File: src/rtl/mpsoc_arb_pkg.sv
// Shared types and helpers for the MPSoC shared-slave read arbiters.
// Provides the arbiter state encoding, the latency counter width and an index-width helper.
package mpsoc_arb_pkg;

  localparam int LAT_CNT_W = 4;

  typedef enum logic [1:0] {
    IDLE,
    WAIT,
    RESP
  } arb_state_e;

  // Never returns less than 1 so a two-master arbiter still gets a real index bit.
  function automatic int clog2(input int value);
    int result;
    result = 0;
    while ((1 << result) < value) result++;
    return (result < 1) ? 1 : result;
  endfunction

endpackage

File: src/rtl/mpsoc_rr_pick.sv
// Combinational round-robin picker: grants the first requester found after ptr, wrapping at N.
// Intended for reuse by every shared-slave arbiter in the MPSoC.
module mpsoc_rr_pick
  import mpsoc_arb_pkg::*;
#(
  parameter int N     = 4,
  parameter int IDX_W = clog2(N)
) (
  input  logic [N-1:0]     req,
  input  logic [IDX_W-1:0] ptr,
  output logic [IDX_W-1:0] winner,
  output logic             any_req
);

  // The last master served sits at ptr, so it is examined last (k == N).
  always_comb begin
    winner  = '0;
    any_req = 1'b0;
    for (int k = 1; k <= N; k++) begin
      if (!any_req && req[(int'(ptr) + k) % N]) begin
        winner  = IDX_W'((int'(ptr) + k) % N);
        any_req = 1'b1;
      end
    end
  end

endmodule

File: src/rtl/mpsoc_sysid_arbiter.sv
// Round-robin read arbiter sharing the system-ID slave between the MPSoC data masters.
// One access at a time: accept, hold the slave address for the configured latency, return registered data.
module mpsoc_sysid_arbiter
  import mpsoc_arb_pkg::*;
#(
  parameter int NUM_MASTERS   = 4,
  parameter int ADDR_W        = 1,
  parameter int DATA_W        = 32,
  parameter int SLAVE_LATENCY = 0
) (
  input  logic                          clock,
  input  logic                          reset,
  input  logic [NUM_MASTERS-1:0]        m_read,
  input  logic [NUM_MASTERS*ADDR_W-1:0] m_address,
  output logic [NUM_MASTERS-1:0]        m_waitrequest,
  output logic [NUM_MASTERS-1:0]        m_readdatavalid,
  output logic [DATA_W-1:0]             m_readdata,
  output logic [ADDR_W-1:0]             s_address,
  output logic                          s_read,
  input  logic [DATA_W-1:0]             s_readdata,
  output logic                          busy
);

  localparam int GRANT_W = clog2(NUM_MASTERS);

  // Latencies beyond the counter range saturate; the assertion below flags the misconfiguration.
  localparam logic [LAT_CNT_W-1:0] LAT_INIT =
    (SLAVE_LATENCY > 15) ? {LAT_CNT_W{1'b1}} : LAT_CNT_W'(SLAVE_LATENCY);

  arb_state_e           state;
  arb_state_e           next_state;
  logic [GRANT_W-1:0]   rr_ptr;
  logic [GRANT_W-1:0]   grant_q;
  logic [GRANT_W-1:0]   winner;
  logic                 any_req;
  logic [ADDR_W-1:0]    addr_q;
  logic [LAT_CNT_W-1:0] lat_cnt;
  logic [DATA_W-1:0]    rdata_q;

  mpsoc_rr_pick #(
    .N     (NUM_MASTERS),
    .IDX_W (GRANT_W)
  ) u_pick (
    .req     (m_read),
    .ptr     (rr_ptr),
    .winner  (winner),
    .any_req (any_req)
  );

  always_comb begin
    next_state = state;
    case (state)
      IDLE:    if (any_req) next_state = WAIT;
      WAIT:    if (lat_cnt == '0) next_state = RESP;
      RESP:    next_state = IDLE;
      default: next_state = IDLE;
    endcase
  end

  // Acceptance is signalled combinationally so the winner sees it in its request cycle.
  always_comb begin
    m_waitrequest   = '1;
    m_readdatavalid = '0;
    if (!reset && state == IDLE && any_req) m_waitrequest[winner] = 1'b0;
    if (state == RESP) m_readdatavalid[grant_q] = 1'b1;
  end

  always_ff @(posedge clock) begin
    if (reset) begin
      state   <= IDLE;
      rr_ptr  <= GRANT_W'(NUM_MASTERS - 1);
      grant_q <= '0;
      addr_q  <= '0;
      lat_cnt <= '0;
      rdata_q <= '0;
      s_read  <= 1'b0;
    end else begin
      state  <= next_state;
      s_read <= (next_state == WAIT);
      case (state)
        IDLE: begin
          if (any_req) begin
            grant_q <= winner;
            addr_q  <= m_address[winner*ADDR_W +: ADDR_W];
            lat_cnt <= LAT_INIT;
          end
        end
        WAIT: begin
          if (lat_cnt == '0) rdata_q <= s_readdata;
          else               lat_cnt <= lat_cnt - LAT_CNT_W'(1);
        end
        RESP:    rr_ptr <= grant_q;
        default: ;
      endcase
    end
  end

  assign s_address  = addr_q;
  assign m_readdata = rdata_q;
  assign busy       = (state != IDLE);

  lat_range_check: assert property (@(posedge clock) SLAVE_LATENCY <= 15);

endmodule
File: config.mk
export PLATFORM = sky130hd
export DESIGN_NAME = mpsoc_sysid_arbiter
export DESIGN_NICKNAME = d
export VERILOG_FILES = /design/src/rtl/mpsoc_arb_pkg.sv /design/src/rtl/mpsoc_rr_pick.sv /design/src/rtl/mpsoc_sysid_arbiter.sv
export SDC_FILE = /design/constraint.sdc
export NUM_CORES = 1
export LEC_CHECK = 0
export ABC_CLOCK_PERIOD_IN_PS = 2200
export BUFFER_PORTS_ARGS = -buffer_cell sky130_fd_sc_hd__buf_2
export CELL_PAD_IN_SITES_DETAIL_PLACEMENT = 1
export CELL_PAD_IN_SITES_GLOBAL_PLACEMENT = 1
export CORE_MARGIN = 2
export CORE_UTILIZATION = 34
export CTS_BUF_LIST = sky130_fd_sc_hd__clkbuf_4 sky130_fd_sc_hd__clkbuf_8
export DETAILED_ROUTE_END_ITERATION = 10
export PLACE_DENSITY_LB_ADDON = 0.08
export SLEW_MARGIN = 30
export SYNTH_ARGS = -nofsm -noshare
export SYNTH_HDL_FRONTEND = slang
export SYNTH_SLANG_ARGS = --single-unit
File: constraint.sdc
create_clock -name clock -period 2.2 [get_ports clock]
set_input_delay 0.44 -clock clock [delete_from_list [all_inputs] [get_ports clock]]
set_output_delay 0.44 -clock clock [all_outputs]
set_load 0.05 [all_outputs]
==> results.tsv, run 1 <==
stage	metric	value	unit
status	outcome	completed	
detailed_routing	Initial DRC Count	39	
clock_tree	Num CTS Buffers	5	
clock_tree	worst skew pair latency	290	ps
synth	post-synth cell types	40	
grt	total track usage	15.28	%
sta	Final Skew	8.994	ps
place	IO Port Bufs	84	
sta	Setup-failing EPs final	0	
clock_tree	Clock Sinks	44	
floorplanning	row count	27	
synth	syn_nets	269	
synth	post-synthesis sequential area ratio	46.50	%
sta	period utilization	96.06	%
clock_tree	# hold bufs at CTS	0	
detailed_routing	Routed Antenna Nets	0	
setup_path	Setup Crit Path Kind	reg -> out	
detailed_routing	via count	1796	
place	Post-Place Cells	374	
sta	Final min period	2113	ps
detailed_routing	Final Routed Wirelength	4.714	mm
clock_tree	H-tree depth	2	
detailed_routing	vias per cell	4.677	
cells_and_area	Filler cells	684	
hold_path	worst min path class	in -> reg	
setup_path	CP Capture Type	output port	
synth	Top FF cell, synth	dfxtp_1	
setup_path	Critical Path RT	1760	ps
setup_path	CP Cell Sequence	or2_4 -> or2_2 -> nor3_4 -> nand2_1 -> buf_6	
clock_tree	Max Root-Sink Buffers	2	
synth	post-synthesis async set-or-reset flop share	0	%
setup_path	critical path's slowest cell	dfxtp_1	
synth	syn_area_per_cell	8.419	um2
setup_path	Critical Path AT	1670	ps
grt	vias in the first global route	1724	
job	Max-cap violations	0	
cells_and_area	layout cells sized above 1	38.14	%
synth	gate count of the mapped netlist	225	
clock_tree	clk root buf	clkbuf_8	
cells_and_area	Area Overhead vs Synth	35.53	%
floorplanning	Die Area	0.006184	mm2
place	dpl hpwl	3.326	mm
floorplanning	initial core utilization	34.83	%
synth	EDFF count, synth	0	
floorplanning	io pins	85	
power_and_ir_drop	Power per Cell Area	1679	mW/mm2
power_and_ir_drop	Worst VDD drop	762.4	uV
grt	first-pass GRT wire length	7.672	mm
floorplanning	die width	78.64	um
setup_path	Crit path largest cell delay	360	ps
power_and_ir_drop	Power Total	4.311	mW
cells_and_area	most frequent cells in the layout	buf_2, nand2_1, dfxtp_1	
cells_and_area	nets	355	
detailed_routing	per-cell routed wire length	12.28	um
setup_path	Buf/Inv on CP	1	
setup_path	delay-heaviest family, CP	simple AND/OR/NAND/NOR gates	
clock_tree	CTS tree	done	
power_and_ir_drop	Lkg Pwr	1.164	nW
synth	Syn. warnings	0	
sta	Max-slew headroom	69.37	%
grt	largest net degree at the start of global routing	43	
cells_and_area	most common cell after layout, fill and taps aside	buf_2	
cells_and_area	Final Core Density	47.21	%
sta	Max Fclk	0.4732	GHz
floorplanning	Die Y	78.64	um
synth	Synth Cell Area	0.001894	mm2
cells_and_area	number of diodes	0	
clock_tree	clk slew on worst S/H paths	80	ps
setup_path	worst-path fanout max	5	
cells_and_area	Layout Cells excl Fill	384	
sta	Slew Viols, Final	0	
detailed_routing	DRT Pass-1 Iters	6	
setup_path	startpoint types	flip-flop	
detailed_routing	Post-route DRC	0	
grt	antenna violations before repair	0	
place	routability cong.	0.7141	
synth	FF+latch count, synth	44	
sta	Hold Violations, Final	0	
sta	Slew @ Worst Pin	458.6	ps
grt	total gr overflow	0	
floorplanning	CORE AREA	0.005439	mm2
[registers in the layout, indices dropped and copies added, names as in the netlist]
register	count
lat_cnt	4
state	2
grant_q	2
s_address	1
rr_ptr	2
s_read	1
m_readdata	32
[timing repair]
action                                  CTS  global route
gates cloned                              0             0
endpoints found under the setup margin    3             4
buffers inserted                          0             2
resized for setup                         2            16
pin swaps                                 0             3
[report_power, final]
part	internal, mW	total (mW)	switching, mW
logic	0.733	2.41	1.68
registers	1.09	1.29	0.199
clock network	0.350	0.614	0.265
[per-stage QoR]
step	cell area, um2	setup slack (ps)	hold WS [ps]	setup TNS, ps
global placement	2377	69.82	439.1	0
finish	2567	86.75	380.0	0
floorplan	1894	49.94	470.1	0
detailed placement	2377	56.81	445.1	0
global route	2567	-3.719	367.5	-3.719
CTS	2499	26.34	367.7	0
[path summary, 6_finish.rpt]
| kind | from | end | slack (ps) | cells after the start |
|---|---|---|---|---|
| worst max-delay path | state[0]$_SDFF_PP0_ | m_waitrequest[0] | 90 | 5 |
| worst min-delay path | s_readdata[27] | m_readdata[27]$_SDFFE_PP0P_ | 380 | 3 |
| worst max register to register | lat_cnt[0]$_SDFFE_PP0P_ | lat_cnt[2]$_SDFFE_PP0P_ | 470 | 6 |
| worst min register to register | m_readdata[21]$_SDFFE_PP0P_ | m_readdata[21]$_SDFFE_PP0P_ | 450 | 2 |
[metal layers]
layer	global-route usage, %	vias to the layer above	share of wire [%]
met5	0	-	0
li1	-	918	-
met2	25.30	50	46
met4	3.684	0	0.53
met3	5.172	4	6.7
met1	19.10	824	47
[cell type report]
cell class	instances	area, um2	share of cell area (%)
multi-input combinational	166	982.2	38.26
sequential	44	882.1	34.36
timing repair buffer	91	490.5	19.10
tap	72	90.09	3.509
clock buffer	6	76.32	2.973
clock inverter	2	35.03	1.365
inverter	3	11.26	0.4386
[Yosys cell counts, drive strengths merged (2+ instances only)]
| cell type | n | area (um2) |
|---|---|---|
| nand3b | 4 | 30.03 |
| nor2b | 2 | 12.51 |
| dfxtp | 44 | 880.8 |
| nor3 | 6 | 46.30 |
| nor3b | 2 | 15.01 |
| mux2i | 4 | 40.04 |
| a211oi | 3 | 32.53 |
| or2 | 3 | 21.28 |
| or4b | 2 | 20.02 |
| buf | 8 | 58.80 |
| a21oi | 34 | 170.2 |
| nand2 | 73 | 274.0 |
| nor2 | 10 | 37.54 |
| ha | 2 | 25.02 |
| clkbuf | 4 | 15.01 |
| nand2b | 5 | 38.78 |
| inv | 3 | 11.26 |
| or2b | 2 | 16.27 |
[cells by family (layout without fill, tap and decap cells)]
group	count (synthesis)	after routing	synth area share, %
DFF	44	44	46.50
buffers and inverters	15	102	4.491
muxes	4	4	2.114
and+or+nand+nor	116	116	30.98
AOI/OAI and AO/OA	43	43	14.13
xor gates and xnor gates	1	1	0.4624
adders and majority gates	2	2	1.321
[worst register-to-register path: stages, from the launching register on]
cell and delay (ps):
dfxtp_1 380, inv_1 70, ha_1 220, nor4bb_1 160, a211oi_2 440, nand3b_1 150
a211oi_2 230
(Power assumes the default switching activity.)
==> run 2, diff against run 1 <==
Settings changed: RECOVER_POWER set to 50.
==> results.tsv, run 2 (synthesis results as in run 1) <==
stage	metric	value	unit
cells_and_area	Final Core Density	46.08	%
sta	Final min period	2114	ps
detailed_routing	vias per cell	4.664	
power_and_ir_drop	Worst VDD drop	751.9	uV
cells_and_area	post-route cell area	0.002506	mm2
cells_and_area	Multi-input gate area	970.9	um2
detailed_routing	Post-route DRC	0	
setup_path	CP Capture Type	output port	
cells_and_area	most common cell after layout, fill and taps aside	nand2_1	
setup_path	Setup Crit Path Kind	reg -> out	
grt	first-pass GRT wire length	7.672	mm
clock_tree	CTS tree	done	
setup_path	worst-path fanout max	5	
grt	largest net degree at the start of global routing	43	
hold_path	critical hold path startpoint	s_readdata[27]	
clock_tree	Max Root-Sink Buffers	2	
setup_path	Critical Path AT	1670	ps
place	routability cong.	0.7141	
status	outcome	completed	
hold_path	Worst Hold End	m_readdata[27]$_SDFFE_PP0P_	
place	dpl cell area	0.002377	mm2
hold_path	worst hold path cell count	3	
place	IO Port Bufs	84	
detailed_routing	Initial DRC Count	38	
sta	Fin Hold WS	380.3	ps
sta	period utilization	96.08	%
setup_path	FF-to-FF Start	lat_cnt[0]$_SDFFE_PP0P_	
sta	Max-slew headroom	41.66	%
clock_tree	# hold bufs at CTS	0	
cells_and_area	Filler cells	707	
place	dpl hpwl	3.326	mm
floorplanning	Die Area	0.006184	mm2
floorplanning	die width	78.64	um
sta	Final Skew	8.397	ps
job	Max-cap violations	0	
sta	Hold Violations, Final	0	
detailed_routing	per-cell routed wire length	12.25	um
sta	Slew @ Worst Pin	875.1	ps
hold_path	worst min path class	in -> reg	
grt	total track usage	15.28	%
cells_and_area	nets	355	
sta	Max Fclk	0.4731	GHz
cells_and_area	most frequent cells in the layout	nand2_1, buf_2, dfxtp_1	
floorplanning	CORE AREA	0.005439	mm2
detailed_routing	via count	1791	
cells_and_area	FF+latch area	882.1	um2
setup_path	r2r endpoint	lat_cnt[2]$_SDFFE_PP0P_	
setup_path	Critical Path RT	1760	ps
grt	vias in the first global route	1724	
detailed_routing	Final Routed Wirelength	4.704	mm
clock_tree	clk slew on worst S/H paths	80	ps
grt	total gr overflow	0	
sta	Setup-failing EPs final	0	
floorplanning	row count	27	
clock_tree	Num CTS Buffers	5	
clock_tree	worst skew pair latency	290	ps
floorplanning	Die Y	78.64	um
cells_and_area	number of diodes	0	
detailed_routing	DRT Pass-1 Iters	6	
floorplanning	io pins	85	
setup_path	Reg2Reg Setup Slack	200	ps
cells_and_area	max reg flops	32	
power_and_ir_drop	Lkg Pwr	1.014	nW
setup_path	Worst Reg-to-Reg Cells	6	
clock_tree	H-tree depth	2	
setup_path	startpoint types	flip-flop	
grt	antenna violations before repair	0	
power_and_ir_drop	Power per Cell Area	1687	mW/mm2
clock_tree	Clock Sinks	44	
cells_and_area	Area Overhead vs Synth	32.30	%
detailed_routing	Routed Antenna Nets	0	
cells_and_area	layout cells sized above 1	25.96	%
floorplanning	initial core utilization	34.83	%
clock_tree	clk root buf	clkbuf_8	
sta	Slew Viols, Final	0	
-- run 2: cell types whose count changed in the layout (fill, tap and decap cells not counted) --
cell | previous run | this run
buf_4 | 8 | 6
clkbuf_1 | 0 | 36
o221ai_2 | 1 | 0
a211oi_1 | 1 | 2
clkbuf_2 | 0 | 2
buf_2 | 80 | 44
o221ai_1 | 0 | 1
a211oi_2 | 2 | 1
-- run 2: what timing repair did --
| action | CTS | global route |
|---|---|---|
| endpoints found under the setup margin | 3 | 4 |
| gates resized for setup | 2 | 16 |
| buffers inserted | 0 | 2 |
| pin swaps | 0 | 3 |
| gates cloned | 0 | 0 |
| hold endpoints to repair | 0 | 0 |
-- run 2: final cells by class --
cell class	instances	area share, %
clock inverters	2	1.398
multi-input cells	166	38.74
clock buffers	6	3.045
well taps	72	3.595
inverters	3	0.4493
repair buffers	91	17.57
flip-flops and latches	44	35.20
-- run 2: metal layers --
layer	part of all wire, %	vias up	global-route usage (%)
li1	-	922	-
met2	46	50	25.30
met3	6.4	4	5.172
met4	0.60	0	3.684
met5	0	-	0
met1	47	815	19.10
-- run 2: worst max-delay path, cell delays in order, from the launching register on --
cell and delay [ps]:
dfxtp_1 360, or2_4 290, or2_2 350, nor3_4 140
nand2_1 90, buf_6 170
-- run 2: how the worst max path moves through the flow --
stage               cells past startpoint                 end                 from  slack, ps
finish                                  5    m_waitrequest[0]  state[0]$_SDFF_PP0_         90
global route                            5    m_waitrequest[0]  state[0]$_SDFF_PP0_         -5
CTS                                     5    m_waitrequest[0]  state[1]$_SDFF_PP0_         30
detailed placement                      6    m_waitrequest[2]            m_read[0]         60
global placement                        6    m_waitrequest[2]            m_read[0]         70
floorplan                               3  m_readdatavalid[1]  state[0]$_SDFF_PP0_         50
-- run 2: through the flow --
step | worst slack [ps] | TNS (ps) | total power [mW] | instances
6_report | 86.17 | 0 | 4.228 | 384
5_1_grt | -5.098 | -5.098 | 4.561 | 384
4_1_cts | 26.34 | 0 | 4.326 | 382
3_5_place_dp | 56.81 | 0 | 3.691 | 374
3_3_place_gp | 69.82 | 0 | 3.670 | 374
2_1_floorplan | 49.94 | 0 | 3.198 | 225
-- run 2: report_power, final --
group	switching [mW]	total, mW	internal (mW)
Sequential	0.203	1.29	1.09
Combinational	1.67	2.33	0.653
Clock	0.264	0.613	0.349
